### config.mk
export PLATFORM = sky130hd
export DESIGN_NAME = sti_sched
export DESIGN_NICKNAME = d
export VERILOG_FILES = /design/src/rtl/sti_sched.sv
export SDC_FILE = /design/constraint.sdc
export NUM_CORES = 1
export LEC_CHECK = 0
export CAP_MARGIN = 0
export CORE_MARGIN = 8
export CORE_UTILIZATION = 45
export DETAILED_ROUTE_END_ITERATION = 10
export PLACE_DENSITY = 0.86
export SLEW_MARGIN = 20
export SYNTH_ARGS = -nofsm -noshare
export SYNTH_HDL_FRONTEND = slang
export SYNTH_SLANG_ARGS = --single-unit
### constraint.sdc
create_clock -name clk -period 3.05 [get_ports clk]
set_input_delay 0.305 -clock clk [delete_from_list [all_inputs] [get_ports clk]]
set_output_delay 0.305 -clock clk [all_outputs]
set_load 0.01 [all_outputs]
### src/rtl/sti_sched.sv
// sti_sched: round-robin command scheduler between two requesters and a serializer
module sti_sched (
  input  logic        clk,
  input  logic        reset,
  input  logic        a_req,
  input  logic        b_req,
  input  logic [21:0] a_cmd,
  input  logic [21:0] b_cmd,
  input  logic        so_valid,
  input  logic        pixel_finish,
  output logic        a_ack,
  output logic        b_ack,
  output logic        load,
  output logic [15:0] pi_data,
  output logic [1:0]  pi_length,
  output logic        pi_fill,
  output logic        pi_msb,
  output logic        pi_low,
  output logic        pi_end,
  output logic        busy,
  output logic        grant_b,
  output logic        done,
  output logic        err
);
  typedef enum logic [2:0] {IDLE, ISSUE, WAIT_START, WAIT_END, DONE, ERR} state_t;
  state_t      state_q, state_d;
  logic [21:0] hold_q, hold_d;
  logic [9:0]  timer_q, timer_d, timer_inc;
  logic        prio_b_q, prio_b_d, grant_b_q, grant_b_d;
  logic        a_ack_q, a_ack_d, b_ack_q, b_ack_d, load_q, load_d;
  logic        busy_q, busy_d, done_q, done_d, err_q, err_d;
  logic        pick_b;
  // next-state, arbitration and registered-output decode
  always_comb begin
    state_d   = state_q;
    hold_d    = hold_q;
    timer_d   = timer_q;
    prio_b_d  = prio_b_q;
    grant_b_d = grant_b_q;
    a_ack_d   = 1'b0;
    b_ack_d   = 1'b0;
    load_d    = 1'b0;
    pick_b    = b_req && (!a_req || prio_b_q);
    timer_inc = (timer_q == 10'd1023) ? timer_q : timer_q + 10'd1;
    case (state_q)
      IDLE: if (a_req || b_req) begin
        hold_d    = pick_b ? b_cmd : a_cmd;
        a_ack_d   = !pick_b;
        b_ack_d   = pick_b;
        grant_b_d = pick_b;
        prio_b_d  = !pick_b;
        state_d   = ISSUE;
      end
      ISSUE: if (!so_valid) begin
        load_d  = 1'b1;
        timer_d = '0;
        state_d = WAIT_START;
      end
      WAIT_START: if (so_valid) begin
        timer_d = '0;
        state_d = WAIT_END;
      end else begin
        timer_d = timer_inc;
        state_d = (timer_inc == 10'd8) ? ERR : WAIT_START;
      end
      WAIT_END: if (hold_q[0] ? pixel_finish : !so_valid) begin
        state_d = hold_q[0] ? DONE : IDLE;
      end else begin
        timer_d = timer_inc;
        state_d = (timer_inc == 10'd1023) ? ERR : WAIT_END;
      end
      default: ;
    endcase
    busy_d = !(state_d == IDLE || state_d == DONE);
    done_d = state_d == DONE;
    err_d  = state_d == ERR;
  end
  // state and output registers
  always_ff @(posedge clk) begin
    if (reset) begin
      state_q   <= IDLE;
      hold_q    <= '0;
      timer_q   <= '0;
      prio_b_q  <= 1'b0;
      grant_b_q <= 1'b0;
      a_ack_q   <= 1'b0;
      b_ack_q   <= 1'b0;
      load_q    <= 1'b0;
      busy_q    <= 1'b0;
      done_q    <= 1'b0;
      err_q     <= 1'b0;
    end else begin
      state_q   <= state_d;
      hold_q    <= hold_d;
      timer_q   <= timer_d;
      prio_b_q  <= prio_b_d;
      grant_b_q <= grant_b_d;
      a_ack_q   <= a_ack_d;
      b_ack_q   <= b_ack_d;
      load_q    <= load_d;
      busy_q    <= busy_d;
      done_q    <= done_d;
      err_q     <= err_d;
    end
  end
  assign {pi_data, pi_length, pi_fill, pi_msb, pi_low, pi_end} = hold_q;
  assign a_ack   = a_ack_q;
  assign b_ack   = b_ack_q;
  assign load    = load_q;
  assign busy    = busy_q;
  assign grant_b = grant_b_q;
  assign done    = done_q;
  assign err     = err_q;
endmodule
== Word-level counts from Yosys, hierarchy flattened ==
Cells that the tools add are included.
Cells by class
  reductions and logical operators: 15
  divide/modulo/power cells: 0
  bitwise logic cells: 3
  muxes and demuxes: 16
  $add $sub $neg: 1
  shift-type cells: 0
  magnitude comparators: 0
  $mul: 0
  eq/ne operators: 10
Operator list (number)
  two-way mux 10 bit: 4
  one-hot mux 10 bit (3 select lines): 1
  two-way mux 22 bit: 1
  two-way mux 3 bit: 7
  == test 10 bit, second input constant: 2
  one-hot mux 3 bit (4 select lines): 1
  adder 10 x 1 -> 10 bit, second input constant: 1
  == test 10 x 4 -> 1 bit, second input constant: 1
  == test 3 x 2 -> 1 bit, second input constant: 2
  == test 3 bit, second input constant: 2
  logical NOT 3 bit: 2
  logical NOT 1 bit: 4
  != test 2 bit, second input constant: 2
  == test 3 x 1 -> 1 bit, second input constant: 1
  logical OR 1 bit: 3
  NOT 1 bit: 3
  AND reduction 3 bit: 1
  nonzero test 3 bit: 1
  OR reduction 3 bit: 1
  two-way mux 1 bit: 2
  AND reduction 2 bit: 1
  OR reduction 2 bit: 1
  logical AND 1 bit: 1
Storage, ports and cells
  bits in read-only memories: 0
  memories kept: 0
  latch bits: 0
  bits in registers: 43
  logic and storage cells: 56
  bits in writable memories: 0

== Logic depth before layout (Yosys ltp) ==
Gate-level depths: netlist (run 1).
  depth in word-level cells: 9
  mapped depth: 9
  depth with buffers taken out: 8

== Worst setup path before layout (run 1) ==
Ideal clock, no wire load.
  path kind: flip-flop to flip-flop
  start point: reg timer_q[0]
  end point: reg err_q (netlist: err)
  stages on the path, launching flop included: 10
  path slack: 623 ps
  path buffers: 1
  arrival time: 2335 ps
  clock period less this slack: 2427 ps
  library setup time: 92 ps
  required time: 2958 ps
  cell sequence: dfxtp_1 ha_1 and4_4 buf_6 a211oi_1 o2111ai_1 or4_1 or3_1 o2111a_1 nor4_1
Between the ends
  word-level cells in the longest chain between the ends: 7
Ends and longest elaborated chain
  from (decl): RTL line 28  | logic [9:0] timer_q, timer_d, timer_inc;
  from (signal assigned): RTL line 95  | timer_q <= timer_d;
  adder 10 x 1 -> 10 bit / == test 10 bit (equally long branches): RTL line 44  | timer_inc = (timer_q == 10'd1023) ? timer_q : timer_q + 10'd1;
  two-way mux 10 bit *: RTL line 44
  == test 10 x 4 -> 1 bit / == test 10 bit (equally long branches): RTL line 64, 70
  two-way mux 3 bit, on equally long branches: RTL line 64, 70
  two-way mux 3 bit, on equally long branches: RTL line 59, 66
  one-hot mux 3 bit (4 select lines) *: RTL line 45  | case (state_q)
  == test 3 bit *: RTL line 76  | err_d = state_d == ERR;
  to (signal assigned): RTL line 103  | err_q <= err_d;
  to (decl): RTL line 31  | logic busy_q, busy_d, done_q, done_d, err_q, err_d;
Every way passes the cells marked *; elsewhere a longest branch is shown, timed or not.
A chain may end at the register's enable or synchronous reset.

== Worst setup path after layout (run 1) ==
  start point: reg timer_q[1]
  end point: reg err_q (netlist: err)
The elaborated chain is that of the path after synthesis.

==> impl_metrics.py, run 1 <==
metrics = {
    "sta": {
        "fin_crit_sh": 0.945,
        "finClkSkew_ns": 0.00656,
        "slew_headroom": 0.580,
        "hold_ws_ns": 0.481,
        "fin_tns_setup_ns": 0,
        "slew_violations": 0,
        "final_hold_viol_count": 0,
        "rsz0062_at_grt": "false",
        "tightest_slew_ns": 0.628,
        "fmax_mhz": 347,
        "min_period_ns": 2.88,
        "setup_viol": 0,
    },
    "cells_and_area": {
        "utilization": 0.642,
        "multi_input_area_um2": 1120,
        "antenna_cells": 0,
        "n_fill_cell": 400,
        "final_nets": 374,
        "layout_commonest_cell": "clkdlybuf4s50_1",
        "layout_common_cells": "clkdlybuf4s50_1, dfxtp_1, inv_1",
        "drive_gt1_frac": 0.0895,
        "syn_to_final_growth_pct": 36.5,
        "seq_area_um2": 861,
    },
    "synth": {
        "synth.largest_area_cell": "dfxtp_1",
        "syn_area_um2": 2250,
        "synth_async_sr_flop_share": 0,
        "ys_ff_latch": 43,
        "synth-edff-count": 0,
        "yosys_warnings": 0,
        "syn_area_per_cell_um2": 8.86,
        "synth_top_area_frac": 0.383,
        "ys_types": 54,
        "seq_area_frac_synth": 0.383,
        "synth_ff_type": "dfxtp_1",
        "netlist_instances": 254,
        "syn_nets": 305,
        "netlist_top_cells_area": "dfxtp_1, a222oi_1, buf_6",
    },
    "setup_path": {
        "cp-end-kind": "flip-flop",
        "crit_required_ns": 3.24,
        "crit_type": "flip-flop to flip-flop",
        "worstPathBufferInverterCount": 0,
        "arrival_ns": 3.08,
        "critPathMaxStageDelay_ns": 0.57,
        "worstPathCellList": "ha_1 > and4_4 > a41oi_1 > a2111oi_1 > nand3_1 > or3_1 > o2111a_1 > nor4_1",
        "path_delay_family": "simple AND/OR/NAND/NOR gates",
        "critPathLaunchType": "flip-flop",
        "crit_fanout": 11,
        "cpMaxStageDelayCell": "a2111oi_1",
    },
    "grt": {
        "grt-ovfl-total": 0,
        "grt_usage": 0.174,
        "grt_pass1_vias": 2181,
        "grt_pass1_wl_um": 10500,
        "grt_antenna_before_repair": 0,
        "grt_max_degree": 23,
    },
    "detailed_routing": {
        "via_per_inst": 5.77,
        "antenna_left": 0,
        "firstDrtPassIters": 6,
        "drc": 0,
        "wl_um": 6590,
        "num_vias": 2257,
        "routedWlPerCell_um": 16.9,
        "drtIter0Drc": 227,
    },
    "placed_design": {
        "hpwl_um": 4970,
        "place.gp.congestion": 0.900,
        "io_buffers": 78,
    },
    "power": {
        "intPower_mw": 0.994,
        "power_density_nw_per_um2": 460,
        "power.share.sequential": 0.466,
        "peakVddDrop_v": 0.000287,
        "swShare": 0.296,
        "p_total_mw": 1.41,
        "p_switching_mw": 0.418,
        "p_leak_nw": 1.17,
        "combPwrFrac": 0.275,
        "power_frac_clock": 0.259,
    },
    "floorplan": {
        "die_w_um": 86.7,
        "design.core.area_um2": 4790,
        "rows": 25,
        "die-area_um2": 7520,
        "start_util": 0.470,
        "ios": 79,
        "die_y_um": 86.7,
    },
    "clock_network": {
        "cts_resized": 0,
        "cts_max_level": 2,
        "numClockSinks": 43,
        "clk_path_buf_depth": 2,
        "holdBufCountCts": 0,
        "clkTransAtPathRegs_ns": 0.09,
        "cts_tree": "yes",
        "cts_setup_buffers": 0,
        "cts_root_buffer": "clkbuf_8",
        "clk_latency_ns": 0.30,
        "numCtsBuffers": 5,
    },
    "outcome": {
        "outcome": "completed",
    },
    "flow_run": {
        "maxCapViolCount": 0,
    },
    "hold_path": {
        "hp-class": "flip-flop to flip-flop",
    },
}
synthesized netlist by cell type (5+ instances only):
library cell and n:
nor3_1 8, buf_6 8, nand4_1 5, dfxtp_1 43, inv_1 21, o21ai_0 11, a22oi_1 9, a21oi_1 15
a222oi_1 16, nor2_1 16, nor2b_1 7, clkbuf_1 9, nand2_1 17, nand3_1 5
worst reg2reg max path, delay by kind of cell, from the launching register on:
| family | cells | cell delay, ns |
|---|---|---|
| adder cells (fa/ha/maj) | 1 | 0.24 |
| AO/OA/AOI/OAI | 3 | 0.88 |
| AND/OR/NAND/NOR | 4 | 1.14 |
| flip-flops | 1 | 0.52 |
state kept, by name, summed over array words and instances, names as in the netlist:
name,count
a_ack,1
b_ack,1
busy,1
done,1
err,1
grant_b,1
hold_q,22
load,1
prio_b_q,1
state_q,3
timer_q,10
metrics by stage:
| step | std cells | instance area, um2 | setup slack (ns) |
|---|---|---|---|
| after floorplan | 254 | 2250 | 0.623 |
| after global placement | 383 | 2980 | 0.318 |
| after detailed placement | 383 | 2980 | 0.250 |
| after CTS | 391 | 3070 | 0.213 |
| after global routing | 391 | 3070 | 0.00788 |
| final | 391 | 3070 | 0.168 |
cell type report:
type                    instances  share of cell area
multi-input cells             166               0.365
flip-flops and latches         43               0.280
repair buffers                 86               0.274
well taps                      67              0.0273
inverters                      21              0.0257
clock buffers                   6              0.0236
clock inverters                 2             0.00407
path summary, 6_finish.rpt:
kind,slack (ns),cells past startpoint,to,start
worst max-delay path,0.17,8,err$_SDFF_PP0_,timer_q[1]$_SDFFE_PP0P_
worst min-delay path,0.48,2,hold_q[9]$_SDFFE_PP0P_,hold_q[9]$_SDFFE_PP0P_
worst max register to register,0.17,8,err$_SDFF_PP0_,timer_q[1]$_SDFFE_PP0P_
worst min register to register,0.48,2,hold_q[9]$_SDFFE_PP0P_,hold_q[9]$_SDFFE_PP0P_
power groups by stage:
stage | Combinational, mW | Sequential (mW) | Clock, mW
2_1_floorplan | 0.156 | 0.687 | 0
3_3_place_gp | 0.380 | 0.668 | 0
3_5_place_dp | 0.389 | 0.669 | 0
4_1_cts | 0.390 | 0.658 | 0.368
5_1_grt | 0.423 | 0.667 | 0.395
6_report | 0.388 | 0.659 | 0.365
logic make-up after synthesis:
group	after synthesis	synth area share
AO/OA/AOI/OAI	81	0.275
AND/OR/NAND/NOR	80	0.198
buffers and inverters	45	0.121
flip-flops	43	0.383
multiplexers	3	0.0139
XOR/XNOR	1	0.00389
adder cells (fa/ha/maj)	1	0.00556
metal layers:
layer  GRT usage  vias to the layer above  share of wire
met5           0                        -              0
met4      0.0642                        0          0.019
met3      0.0699                       10          0.095
met2       0.274                       92           0.47
met1       0.208                     1067           0.42
li1            -                     1088              -
Note: power is estimated with default switching activity, not from simulation.
==> run 2, diff against run 1 <==
Settings changed: RECOVER_POWER set to 25.
==> run 2 against run 1 <==
  * Clock power hardly changed
  * Final area is the same
  * Fmax is essentially flat
  * Critical path depth did not move
  * Clock skew about the same
  * Critical endpoint unchanged
  * Largest cell class unchanged
  * Highest routed layer unchanged
==> impl_metrics.py, run 2 (synthesized netlist as in run 1, its figures left out) <==
metrics = {
    "outcome": {
        "outcome": "completed",
    },
    "grt": {
        "grt_usage": 0.174,
        "grt-ovfl-total": 0,
        "grt_antenna_before_repair": 0,
        "grt_max_degree": 23,
        "grt_pass1_vias": 2181,
        "grt_pass1_wl_um": 10500,
    },
    "cells_and_area": {
        "syn_to_final_growth_pct": 36.5,
        "layout_common_cells": "clkdlybuf4s50_1, dfxtp_1, inv_1",
        "layout_commonest_cell": "clkdlybuf4s50_1",
        "antenna_cells": 0,
        "largest_register_ffs": 22,
        "fin_cells": 391,
        "drive_gt1_frac": 0.0895,
        "utilization": 0.642,
        "final_nets": 374,
        "regMostFlops": "hold_q",
        "reg_top3": "hold_q (22), timer_q (10), state_q (3)",
    },
    "sta": {
        "fin_crit_sh": 0.945,
        "fin_tns_setup_ns": 0,
        "min_period_ns": 2.88,
        "slew_headroom": 0.588,
        "slew_violations": 0,
        "rsz0062_at_grt": "false",
        "fmax_mhz": 347,
        "final_hold_viol_count": 0,
        "finClkSkew_ns": 0.00633,
        "tightest_slew_ns": 0.615,
        "setup_viol": 0,
    },
    "clock_network": {
        "numCtsBuffers": 5,
        "numClockSinks": 43,
        "cts_setup_buffers": 0,
        "cts_resized": 0,
        "cts_root_buffer": "clkbuf_8",
        "cts_max_level": 2,
        "clk_latency_ns": 0.30,
        "cts_tree": "yes",
        "holdBufCountCts": 0,
        "clk_path_buf_depth": 2,
        "clkTransAtPathRegs_ns": 0.09,
    },
    "detailed_routing": {
        "antenna_left": 0,
        "routedWlPerCell_um": 16.9,
        "firstDrtPassIters": 5,
        "wl_um": 6610,
        "num_vias": 2270,
        "via_per_inst": 5.81,
        "drtIter0Drc": 214,
        "drc": 0,
    },
    "setup_path": {
        "crit_fanout": 11,
        "arrival_ns": 3.08,
        "crit_type": "flip-flop to flip-flop",
        "cp-end-kind": "flip-flop",
        "crit_required_ns": 3.25,
        "critPathLaunchType": "flip-flop",
    },
    "placed_design": {
        "dp_cells": 383,
        "place.gp.congestion": 0.900,
        "hpwl_um": 4970,
        "io_buffers": 78,
    },
    "power": {
        "p_leak_nw": 1.22,
        "power_density_nw_per_um2": 456,
        "peakVddDrop_v": 0.000287,
    },
    "floorplan": {
        "die-area_um2": 7520,
        "ios": 79,
        "design.core.area_um2": 4790,
        "die_w_um": 86.7,
        "rows": 25,
        "die_y_um": 86.7,
        "start_util": 0.470,
    },
    "flow_run": {
        "maxCapViolCount": 0,
    },
    "hold_path": {
        "hp-class": "flip-flop to flip-flop",
    },
}
run 2: worst max-delay path: stages, from the launching register on:
cell	delay [ns]
dfxtp_1	0.52
ha_1	0.23
and4_4	0.31
a41oi_1	0.13
a2111oi_1	0.57
nand3_1	0.13
or3_1	0.39
o2111a_1	0.18
nor4_1	0.31
run 2: layout make-up:
cell class	count	area [um2]
clock buffer	6	72.6
inverter	21	78.8
timing repair buffer	86	841
tap	67	83.8
multi-input combinational	166	1120
fill	400	1720
clock inverter	2	12.5
sequential	43	861
run 2: metal layers:
metal | GRT usage | up-vias | wire [um]
met1 | 0.208 | 1066 | 2770
met3 | 0.0699 | 10 | 628
met2 | 0.274 | 103 | 3080
met5 | 0 | - | 0
li1 | - | 1091 | -
met4 | 0.0642 | 0 | 128
run 2: power breakdown:
part | internal (mW) | total, mW | switching (mW)
Combinational | 0.204 | 0.378 | 0.174
Clock | 0.160 | 0.364 | 0.204
Sequential | 0.620 | 0.657 | 0.0375
run 2: final timing paths:
check	start	endpoint	slack, ns	depth (start not counted)
max	timer_q[1]$_SDFFE_PP0P_	err$_SDFF_PP0_	0.17	8
min	hold_q[9]$_SDFFE_PP0P_	hold_q[9]$_SDFFE_PP0P_	0.47	2
max reg2reg	timer_q[1]$_SDFFE_PP0P_	err$_SDFF_PP0_	0.17	8
min reg2reg	hold_q[9]$_SDFFE_PP0P_	hold_q[9]$_SDFFE_PP0P_	0.47	2
run 2: metrics by stage:
step	area, um2	hold WS [ns]	power (mW)	setup WS, ns
after global routing	3070	0.504	1.47	0.00788
after detailed placement	2980	0.453	1.06	0.250
after floorplan	2250	0.414	0.842	0.623
final	3070	0.473	1.40	0.168
after global placement	2980	0.445	1.05	0.318
after CTS	3070	0.480	1.42	0.213
